## src/rtl/rgb_led_pkg.sv

```systemverilog
// Shared types and constants for the RGB LED arbiter.
package rgb_led_pkg;

    localparam int RGB_W = 24;

    localparam logic [RGB_W-1:0] RGB_OFF    = 24'h000000;
    localparam logic [RGB_W-1:0] RGB_RED    = 24'hFF0000;
    localparam logic [RGB_W-1:0] RGB_GREEN  = 24'h00FF00;
    localparam logic [RGB_W-1:0] RGB_BLUE   = 24'h0000FF;
    localparam logic [RGB_W-1:0] RGB_ORANGE = 24'hFFA050;

    typedef enum logic [0:0] {
        ST_IDLE = 1'b0,
        ST_SHOW = 1'b1
    } arb_state_t;

endpackage

```

## src/rtl/rgb_led_prio_enc.sv

```systemverilog
// Fixed-priority encoder: lowest set request index wins.
module rgb_led_prio_enc #(
    parameter int NUM_REQ = 4,
    parameter int IDX_W   = $clog2(NUM_REQ)
) (
    input  logic [NUM_REQ-1:0] req,
    output logic [NUM_REQ-1:0] onehot,
    output logic [IDX_W-1:0]   idx,
    output logic               valid
);

    always_comb begin
        onehot = '0;
        idx    = '0;
        valid  = 1'b0;
        // Walk from lowest priority upward so the highest-priority hit lands last.
        for (int i = NUM_REQ - 1; i >= 0; i--) begin
            if (req[i]) begin
                onehot    = '0;
                onehot[i] = 1'b1;
                idx       = IDX_W'(i);
                valid     = 1'b1;
            end
        end
    end

endmodule

```

## src/rtl/rgb_led_arbiter.sv

```systemverilog
// Fixed-priority RGB LED sharer with minimum display hold.
// Define RGB_LED_ARB_PREEMPT_EN to let higher-priority requests preempt before hold expiry.
module rgb_led_arbiter
    import rgb_led_pkg::*;
#(
    parameter int               NUM_REQ     = 4,
    parameter int               HOLD_CYCLES = 1000,
    parameter logic [RGB_W-1:0] IDLE_RGB    = 24'h000000
) (
    input  logic                     clk,
    input  logic                     rst,
    input  logic [NUM_REQ-1:0]       req,
    input  logic [RGB_W*NUM_REQ-1:0] req_rgb,
    input  logic [NUM_REQ-1:0]       req_blink,
    output logic [NUM_REQ-1:0]       grant,
    output logic [RGB_W-1:0]         rgb,
    output logic                     blink_en,
    output logic                     busy
);

    localparam int          IDX_W       = $clog2(NUM_REQ);
    localparam logic [31:0] HOLD_RELOAD = 32'(HOLD_CYCLES - 1);

    arb_state_t         state_q, state_d;
    logic [NUM_REQ-1:0] grant_q, grant_d;
    logic [IDX_W-1:0]   owner_q, owner_d;
    logic [RGB_W-1:0]   rgb_q, rgb_d;
    logic               blink_q, blink_d;
    logic [31:0]        hold_cnt_q, hold_cnt_d;

    logic [NUM_REQ-1:0] enc_onehot;
    logic [IDX_W-1:0]   enc_idx;
    logic               enc_valid;
    logic               take_new, go_idle;
    logic               hold_done, owner_req;
    logic [RGB_W-1:0]   owner_rgb, win_rgb;

    rgb_led_prio_enc #(
        .NUM_REQ (NUM_REQ),
        .IDX_W   (IDX_W)
    ) u_prio_enc (
        .req    (req),
        .onehot (enc_onehot),
        .idx    (enc_idx),
        .valid  (enc_valid)
    );

    assign hold_done = (hold_cnt_q == 32'd0);
    assign owner_req = req[owner_q];
    assign owner_rgb = req_rgb[RGB_W*int'(owner_q) +: RGB_W];
    assign win_rgb   = req_rgb[RGB_W*int'(enc_idx) +: RGB_W];

    always_ff @(posedge clk or posedge rst) begin
        if (rst) begin
            state_q    <= ST_IDLE;
            grant_q    <= '0;
            owner_q    <= '0;
            rgb_q      <= IDLE_RGB;
            blink_q    <= 1'b0;
            hold_cnt_q <= '0;
        end else begin
            state_q    <= state_d;
            grant_q    <= grant_d;
            owner_q    <= owner_d;
            rgb_q      <= rgb_d;
            blink_q    <= blink_d;
            hold_cnt_q <= hold_cnt_d;
        end
    end

    // Arbitration decisions: grant a new owner, drop to idle, or keep the current one.
    always_comb begin
        state_d  = state_q;
        take_new = 1'b0;
        go_idle  = 1'b0;
        case (state_q)
            ST_IDLE: begin
                if (enc_valid) begin
                    take_new = 1'b1;
                    state_d  = ST_SHOW;
                end
            end
            ST_SHOW: begin
                if (hold_done) begin
                    if (!enc_valid) begin
                        go_idle = 1'b1;
                        state_d = ST_IDLE;
                    end else if (enc_idx != owner_q) begin
                        take_new = 1'b1;
                    end
                end
`ifdef RGB_LED_ARB_PREEMPT_EN
                if (enc_valid && (enc_idx < owner_q)) begin
                    take_new = 1'b1;
                    go_idle  = 1'b0;
                    state_d  = ST_SHOW;
                end
`endif
            end
            default: state_d = ST_IDLE;
        endcase
    end

    always_comb begin
        grant_d    = grant_q;
        owner_d    = owner_q;
        rgb_d      = rgb_q;
        blink_d    = blink_q;
        hold_cnt_d = hold_done ? 32'd0 : hold_cnt_q - 32'd1;
        // A dropped owner leaves its last colour frozen on the LED.
        if (state_q == ST_SHOW && owner_req) begin
            rgb_d   = owner_rgb;
            blink_d = req_blink[owner_q];
        end
        if (take_new) begin
            grant_d    = enc_onehot;
            owner_d    = enc_idx;
            rgb_d      = win_rgb;
            blink_d    = req_blink[enc_idx];
            hold_cnt_d = HOLD_RELOAD;
        end else if (go_idle) begin
            grant_d    = '0;
            owner_d    = '0;
            rgb_d      = IDLE_RGB;
            blink_d    = 1'b0;
            hold_cnt_d = '0;
        end
    end

    always_comb begin
        grant    = grant_q;
        rgb      = rgb_q;
        blink_en = blink_q;
        busy     = (state_q == ST_SHOW);
    end

endmodule

```

## config.mk

```make
export PLATFORM = sky130hd
export DESIGN_NAME = rgb_led_arbiter
export DESIGN_NICKNAME = d
export VERILOG_FILES = /design/src/rtl/rgb_led_pkg.sv /design/src/rtl/rgb_led_prio_enc.sv /design/src/rtl/rgb_led_arbiter.sv
export SDC_FILE = /design/constraint.sdc
export NUM_CORES = 1
export LEC_CHECK = 0
export CAP_MARGIN = 5
export CORE_MARGIN = 4
export CORE_UTILIZATION = 49
export DETAILED_ROUTE_END_ITERATION = 10
export PLACE_DENSITY_LB_ADDON = 0.15
export SETUP_SLACK_MARGIN = 0.1
export SLEW_MARGIN = 20
export SYNTH_ARGS = -nofsm -noshare
export SYNTH_HDL_FRONTEND = slang
export SYNTH_SLANG_ARGS = --single-unit
```

## constraint.sdc

```tcl
create_clock -name clk -period 3.35 [get_ports clk]
set_input_delay 0.67 -clock clk [delete_from_list [all_inputs] [get_ports clk]]
set_output_delay 0.67 -clock clk [all_outputs]
set_load 0.1 [all_outputs]
```

# ---- After elaboration in Yosys (flattened, before gate mapping)
# Cells that the tools add are included.
dict set report word_totals {
  input_bits 106
  wordCells 60
  reg_bits 64
  output_inout_bits 30
}
dict set report classes {
  mul 2
  muxes 41
  shifts 2
  bitwise 1
  reduce_logical 4
  addsub 1
  eq_ne 1
  order_cmp 2
}
# op n
set op_table {}
lappend op_table {{96-bit by 8-bit indexed part select with 24-bit output} 2}
lappend op_table {{32-bit 2-to-1 mux} 3}
lappend op_table {{24-bit 2-to-1 mux} 3}
lappend op_table {{32-bit logical NOT} 1}
lappend op_table {{32-bit by 1-bit subtractor with 32-bit output (second input constant)} 1}
lappend op_table {{4-bit 2-to-1 mux} 6}
lappend op_table {{1-bit 2-to-1 mux} 18}
lappend op_table {{2-bit 2-to-1 mux} 6}
lappend op_table {{2-bit by 2-bit multiplier with 4-bit output (first input constant)} 2}
lappend op_table {{1-bit binary-select mux with 2-bit select} 3}
lappend op_table {{2-bit by 3-bit less-than comparator with 1-bit output (second input constant)} 2}
lappend op_table {{1-bit one-hot mux with 2 select lines} 2}
lappend op_table {{3-bit nonzero test} 1}
lappend op_table {{2-bit inequality test} 1}
lappend op_table {{2-bit nonzero test} 1}
lappend op_table {{1-bit logical AND} 1}
lappend op_table {{1-bit NOT} 1}

# ---- Longest topological paths before layout
dict set report depth {
  ltp_word 10
  depth_mapped 9
}

# ---- By module
# Synthesis repeated with hierarchy kept, for this count alone.
dict set report unflattened {
  cells_unflattened 400
  area_unflattened_um2 4559.4
}
# mod cells_each seq_area_each_um2 area_each_um2 instances
set modules_own_cells {}
lappend modules_own_cells {rgb_led_arbiter 389 1601.5 4498.1 1}
lappend modules_own_cells {rgb_led_prio_enc 11 0.0 61.3 1}

# ---- Worst setup path after synthesis
# OpenSTA, ideal clock, no wires.
dict set report synth_path {
  kind {input port to flip-flop}
  startpoint {input port req[2]}
  endpoint {register rgb_q[10], in the netlist rgb[10]}
  setup_time_ns 0.131
  setup_slack_ns 0.777
  path_stages 7
  t_arrival_ns 2.442
  cell_sequence {clkbuf_1 > nand2b_1 > a21oi_2 > buf_2 > mux4_2 > nand2_1 > a31oi_1}
}
dict set report synth_between {
  elab_chain_cells 9
  elab_cells_between_ends 23
  classes_between {mul: 1; eq/ne: 1; shift: 1; mux: 18; reduce/logical: 2}
}
# element line_no
set synth_lines {}
lappend synth_lines {{start: declaration} rgb_led_arbiter.sv:12} ;# input logic [NUM_REQ-1:0] req,
lappend synth_lines {{branches (longest 9 deep; another with 2-bit by 2-bit multiplier with 4-bit output)} n/a}
lappend synth_lines {{end signal: assignment} rgb_led_arbiter.sv:65} ;# rgb_q <= rgb_d;
lappend synth_lines {{end: declaration} rgb_led_arbiter.sv:27} ;# logic [RGB_W-1:0] rgb_q, rgb_d;
# Several ways; the timed one is not identified. The select of a mux whose other input is x is not followed.
# A chain may end at the register's enable or synchronous reset.

# ---- Worst setup path in the final report
dict set report layout_path {
  startpoint {register hold_cnt_q[0]}
  endpoint {register rgb_q[5], in the netlist rgb[5]}
}
dict set report layout_between {
  elab_chain_cells 5
  elab_cells_between_ends 8
  classes_between {mux: 6; reduce/logical: 2}
}
# element line_no
set layout_lines {}
lappend layout_lines {{start: declaration} rgb_led_arbiter.sv:29} ;# logic [31:0] hold_cnt_q, hold_cnt_d;
lappend layout_lines {{start signal: assignment} rgb_led_arbiter.sv:67} ;# hold_cnt_q <= hold_cnt_d;
lappend layout_lines {{32-bit logical NOT *} rgb_led_arbiter.sv:48} ;# assign hold_done = (hold_cnt_q == 32'd0);
lappend layout_lines {{1-bit 2-to-1 mux} rgb_led_arbiter.sv:84} ;# if (hold_done) begin
lappend layout_lines {{1-bit 2-to-1 mux} rgb_led_arbiter.sv:76} ;# case (state_q)
lappend layout_lines {{24-bit 2-to-1 mux} rgb_led_arbiter.sv:121} ;# end else if (go_idle) begin
lappend layout_lines {{24-bit 2-to-1 mux} rgb_led_arbiter.sv:115} ;# if (take_new) begin
# Every way passes the cells marked *; elsewhere a longest branch is shown, timed or not.

==> results.py <==
metrics = {
    "timing": {
        "max_slew_margin_pct": 56.6,
        "drv_slew": 0,
        "max_freq_ghz": 0.369,
        "setup_viol": 0,
        "fin_crit_sh_pct": 81.0,
        "fin_crit_ps": 2710,
        "setup_tns_ps": 0,
        "worst-slew-pin-transition_ps": 645,
        "hold_viol_final": 0,
        "skew_ps": 11.6,
        "rsz0062_at_grt": "no",
    },
    "synth": {
        "ys_types": 51,
        "yosysWarnings": 0,
        "ys.flop_type": "dfrtp_1",
        "ys_ff_latch": 64,
        "syn_area_per_cell_sq_um": 11.4,
        "synth_xor_area_share_pct": 5.52,
        "synth_cells": 416,
        "syn-num-nets": 523,
        "synth_top_family_by_area": "multiplexers",
        "synthAdderAreaFrac_pct": 0.263,
        "syn_area_sq_mm": 0.00476,
        "synthArstFlopShare_pct": 100,
        "synthSimpleGateAreaFrac_pct": 13.2,
        "muxShareOfSynthArea_pct": 24.4,
        "ys_seq_area_share_pct": 33.7,
        "synth_edf_count": 0,
        "synth_compound_area_share_pct": 17.7,
    },
    "die": {
        "initial_utilization_pct": 51.0,
        "die_y_um": 107,
        "die_area_sq_mm": 0.0113,
        "core_sq_mm": 0.00933,
        "die_x_um": 107,
        "row_count": 35,
        "ios": 136,
    },
    "run_status": {
        "status": "finished clean",
    },
    "pwr": {
        "total_power_w": 0.00267,
        "p_leak_nw": 2.39,
        "pwr_density_cell_mw_per_mm2": 419,
        "vdd_ir_drop_max_mv": 0.160,
    },
    "setup_path": {
        "cp-startpoint": "hold_cnt_q[0]$_DFF_PP0_",
        "timing.rr.start": "hold_cnt_q[0]$_DFF_PP0_",
        "required_ps": 3570,
        "ff2ff_path_depth": 8,
        "path_max_fanout": 21,
        "end_kind": "flop",
        "crit_type": "flop to flop",
        "reg2reg_setup_slack_ps": 640,
        "cp-start-kind": "flop",
        "rr_endpoint": "rgb[5]$_DFFE_PP0P_",
        "arrival_ps": 2930,
    },
    "global_route": {
        "antenna_found_initial": 0,
        "groute.usage.overall_pct": 24.0,
        "grt_pass1_vias": 4466,
        "overflow": 0,
        "grt_pass1_wl_um": 21500,
        "grt_max_degree": 37,
    },
    "clock_network": {
        "clk-insertion-delay-late_ps": 350,
        "h-tree-depth": 3,
        "cts_buffers": 9,
        "hold_buffers": 0,
        "clockBufferDepth": 2,
        "cts-resized-gates": 0,
        "cts_tree": "built",
        "clk_pin_slew_ps": 80,
        "clock-sinks": 64,
        "cts_root_buf": "clkbuf_8",
        "cts_setup_buffers": 0,
    },
    "flow_run": {
        "maxCapViolCount": 0,
    },
    "placed_design": {
        "dp_hpwl_um": 9540,
        "gp_congestion": 0.785,
        "dp.cells": 661,
        "portBuffers": 135,
    },
    "routing": {
        "vias_per_cell": 6.05,
        "firstDrtPassIters": 4,
        "vias": 4099,
        "drc": 0,
        "ant_nets": 0,
        "finalWirelength_um": 12800,
        "wire_per_inst_um": 18.9,
        "first_iter_violations": 171,
    },
    "hold_path": {
        "worst_hold_path_type": "flop to flop",
        "hold_path_depth": 1,
        "min_to": "hold_cnt_q[0]$_DFF_PP0_",
        "hp-start": "hold_cnt_q[0]$_DFF_PP0_",
    },
    "layout": {
        "layout.nets": 650,
        "antenna_cells": 0,
        "syn_to_final_growth_pct": 34.1,
        "stdcell_count": 677,
        "drive_gt1_share_pct": 27.2,
    },
}
-- synth_stat cells, drive strengths merged (13+ instances only) --
master / n / area, sq um
buf: 19 / 150
clkbuf: 20 / 75.1
dfrtp: 64 / 1600
mux4: 51 / 1150
a211oi: 25 / 188
xnor2: 21 / 184
nor2: 35 / 131
o211ai: 25 / 288
nand2: 33 / 124
a31oi: 25 / 156
nor3: 13 / 76.3
nor4: 14 / 93.8
-- worst max path at each step --
stage	endpoint	slack (ps)	cells past startpoint
after CTS	rgb[5]$_DFFE_PP0P_	630	8
after global placement	grant[1]$_DFFE_PP0P_	390	7
final	rgb[5]$_DFFE_PP0P_	640	8
after floorplan	rgb[10]$_DFFE_PP0P_	780	7
after global routing	rgb[21]$_DFFE_PP0P_	330	8
after detailed placement	rgb[21]$_DFFE_PP0P_	310	7
-- cells by family (layout without fill, tap and decap cells) --
logic type | count (synthesis) | count (layout)
simple gates | 122 | 122
mux | 52 | 52
fa+ha+maj | 1 | 1
compound gates | 101 | 101
xor+xnor | 30 | 30
flops | 64 | 64
buf+inv | 46 | 178
-- final cells by class --
cell class / count / area, sq um
inverters: 7 / 26.3
clock buffers: 11 / 141
well taps: 129 / 161
clock inverters: 5 / 56.3
multi-input cells: 306 / 2920
flip-flops and latches: 64 / 1600
fillers: 714 / 2950
repair buffers: 155 / 1460
-- through the flow --
| step | cell area, sq um | hold WS, ps | setup WS (ps) | util [%] |
|---|---|---|---|---|
| after floorplan | 4760 | 463 | 777 | - |
| after global placement | 6180 | 481 | 388 | 66.2 |
| after detailed placement | 6180 | 484 | 312 | 66.2 |
| after CTS | 6380 | 503 | 629 | 68.4 |
| after global routing | 6380 | 511 | 328 | 68.4 |
| final | 6380 | 499 | 637 | 68.4 |
-- metal layers --
layer | up-vias | GRT usage (%) | wire [um]
li1 | 1892 | - | -
met1 | 2039 | 28.9 | 5040
met2 | 142 | 41.4 | 6550
met5 | - | 0 | 0
met4 | 0 | 10.1 | 308
met3 | 26 | 5.65 | 863
-- critical path: stages (launching register included) --
cell,delay [ps]
dfrtp_1,390
inv_1,60
ha_1,220
nor4b_2,470
nand4_1,400
nor3_4,450
a21o_1,310
buf_12,190
a31oi_1,100
-- sequential cells by signal, summed over array words and instances (netlist names) --
register and flops:
hold_cnt_q 32, rgb 24, grant 4, owner_q 2, blink_en 1, busy 1
-- placed cells by master (no fill, tap or decap), types with 5 or more instances in the layout --
cell / n
o21ai_0: 9
o211ai_1: 5
or3_1: 5
nand2_1: 33
xnor2_1: 21
xor2_1: 9
buf_4: 47
a211oi_1: 25
mux4_2: 51
nor3_1: 12
o211ai_2: 20
clkdlybuf4s50_1: 105
inv_1: 6
dfrtp_1: 63
nor4_1: 13
nor2_1: 35
a31oi_1: 25
clkbuf_8: 10
-- report_power, final --
group          leakage (nW)  switching (W)  total, W  internal, W
Sequential            0.772      0.0000655  0.000916     0.000850
Combinational          1.52       0.000694   0.00108     0.000390
Clock                0.0993       0.000305  0.000668     0.000363
Total                  2.39        0.00107   0.00267      0.00160
No activity file was read; power rests on OpenSTA's default activity.
==> RTL change (same flow settings) <==
Change the parameter `HOLD_CYCLES` from 1000 to 500.
--- a/src/rtl/rgb_led_arbiter.sv
+++ b/src/rtl/rgb_led_arbiter.sv
@@ -4,7 +4,7 @@
     import rgb_led_pkg::*;
 #(
     parameter int               NUM_REQ     = 4,
-    parameter int               HOLD_CYCLES = 1000,
+    parameter int               HOLD_CYCLES = 500,
     parameter logic [RGB_W-1:0] IDLE_RGB    = 24'h000000
 ) (
     input  logic                     clk,
Behaviour: no difference found for any inputs over 10 cycles, from zero or initial values and one cycle with rst high; that may be too few to reach the edited logic, so the function may still have changed.
==> RTL change against the original RTL <==
Register-to-register slack got worse by 0.05 ns. Sequential cell count stayed put. Power rose by 5.6%. Clock skew about the same. Cell area up 3.3%. Wire length grew 4.7%. Global-route usage decreased by 0.51 points. Clock power up 6.4%. Critical path depth down 1. Sequential share of layout area shrank 0.80 points. Synthesized area rose by 4.2%. Worst setup slack worse by 0.087 ns. Cell count rose by 3.5%. Critical path type is now in2reg. Critical endpoint is now grant[0]. Largest cell class unchanged. Largest power group unchanged.
==> RTL change: results (changes against the original RTL) <==
stage;metric;value;unit;change
routing;Total Wirelength;13400;um;+4.7%
status;status;complete, no violations;;
setup_path;reg2reg end;blink_en;;
power_and_ir_drop;LEAKAGE;0.00245;uW;+2.3%
synthesis;most area-consuming cells after synthesis;dfrtp_1 (32%), mux4_2 (23%), o31ai_2 (5.0%);;
clock_network;Resize count post-CTS;0;;unchanged
clock_network;clock root cell;clkbuf_8;;
min_path;HP Class;reg2reg;;
timing;final hold slack;0.513;ns;+0.0134 ns
place;Cells after DPL;684;;+3.5%
layout;nets;670;;+3.1%
synthesis;post-synthesis sequential area ratio;0.323;;-0.0137
synthesis;Unique masters post-synth;46;;-9.8%
min_path;Hold EP;grant[2];;
timing;Clock Skew;0.0111;ns;-0.000455 ns
clock_network;CTS buffer count;9;;unchanged
layout;Fillers;779;;+9.1%
setup_path;slowest stage cell, crit path;clkdlybuf4s50_1;;
setup_path;critical path arrival;3.03;ns;+0.10 ns
setup_path;Max FO, Critical Path;11;;-48%
global_routing;vias in the first global route;4506;;+0.90%
routing;routed vias;4302;;+5.0%
global_routing;first-pass GRT wire length;21700;um;+1.1%
setup_path;internal reg-to-reg setup slack;0.59;ns;-0.05 ns
place;GPL Wtd Cong;0.824;;+4.9%
global_routing;pin count of the biggest net entering global routing;65;;+76%
global_routing;GRT Util Overall;0.235;;-0.00513
synthesis;ys async rst share;1.00;;unchanged
routing;Routed WL per cell;19.1;um;+1.1%
place;Final HPWL DP;10100;um;+5.5%
routing;detailed router's first-iteration violation count;202;;+18%
synthesis;Adder-Cell Fraction of Synth Area;0.00252;;-0.000107
timing;Worst Max-Slew Pin Slew;0.730;ns;+0.0854 ns
routing;DR pass1 iterations;4;;unchanged
synthesis;post-synthesis compound-gate area fraction;0.198;;+0.0213
synthesis;syn avg cell area;11.2;sq um;-1.7%
layout;layout cells sized above 1;0.269;;-0.00253
clock_network;clk slew on worst S/H paths;0.06;ns;-0.02 ns
setup_path;Max stage delay on crit path;0.57;ns;+0.10 ns
min_path;HP Start;grant[2];;
synthesis;syn_nets;548;;+4.8%
synthesis;Synth Area in XOR/XNOR;0.0459;;-0.00931
synthesis;multiplexer area fraction after synthesis;0.232;;-0.0119
synthesis;Warnings, synthesis;0;;unchanged
synthesis;most frequent cells after synthesis;dfrtp_1 (64), mux4_2 (51), o21ai_0 (36), nor2_1 (34), a31oi_1 (26);;
power_and_ir_drop;VDD IR max;0.000228;V;+43%
setup_path;worst-case reg-to-reg path depth;7;;-1
## RTL change: layout make-up
class | count | area (sq um) | area share
clock buffers | 14 | 183 | 0.0277
clock inverters | 2 | 35.0 | 0.00532
inverters | 7 | 26.3 | 0.00399
multi-input cells | 328 | 3110 | 0.472
flip-flops and latches | 64 | 1600 | 0.243
well taps | 133 | 166 | 0.0253
repair buffers | 153 | 1460 | 0.222
## RTL change: logic make-up (layout without fill, tap and decap cells)
logic type,count (synthesis),after routing
simple gates,116,116
mux,51,51
compound gates,134,134
flops,64,64
buf+inv,49,176
xor+xnor,26,26
fa+ha+maj,1,1
## RTL change: worst max path at each step
stage | slack, ns | cells past startpoint | from | to
final | 0.55 | 7 | req[0] | grant[0]
after global routing | 0.42 | 7 | hold_cnt_q[0] | blink_en
after CTS | 0.49 | 6 | req[0] | hold_cnt_q[30]
after detailed placement | 0.11 | 6 | req[0] | hold_cnt_q[30]
after global placement | 0.20 | 6 | req[0] | hold_cnt_q[18]
after floorplan | 0.70 | 6 | req[2] | rgb[0]
## RTL change: report_power, final
part	switching [uW]	total, uW	internal, uW
sequential	84.3	950	866
clock	287	711	424
combinational	732	1160	425
## RTL change: stage by stage
step           cell area, sq um  setup slack [ns]   util
2_1_floorplan              4960             0.703      -
3_3_place_gp               6350             0.195  0.647
3_5_place_dp               6350             0.114  0.647
4_1_cts                    6570             0.485  0.669
5_1_grt                    6590             0.419  0.671
6_report                   6590             0.549  0.671
## RTL change: per-layer routing
layer  up-vias  track usage  part of all wire
li1       1991            -                 -
met1      2109        0.295              0.42
met2       164        0.387              0.48
met3        38       0.0555             0.073
met4         0        0.107             0.032
met5         -            0                 0
## RTL change: worst max-delay path, delay by kind of cell
| kind | cells | cell delay (ns) |
|---|---|---|
| AOI/OAI and AO/OA | 2 | 0.43 |
| buffers and inverters | 2 | 0.82 |
| and+or+nand+nor | 3 | 1.10 |
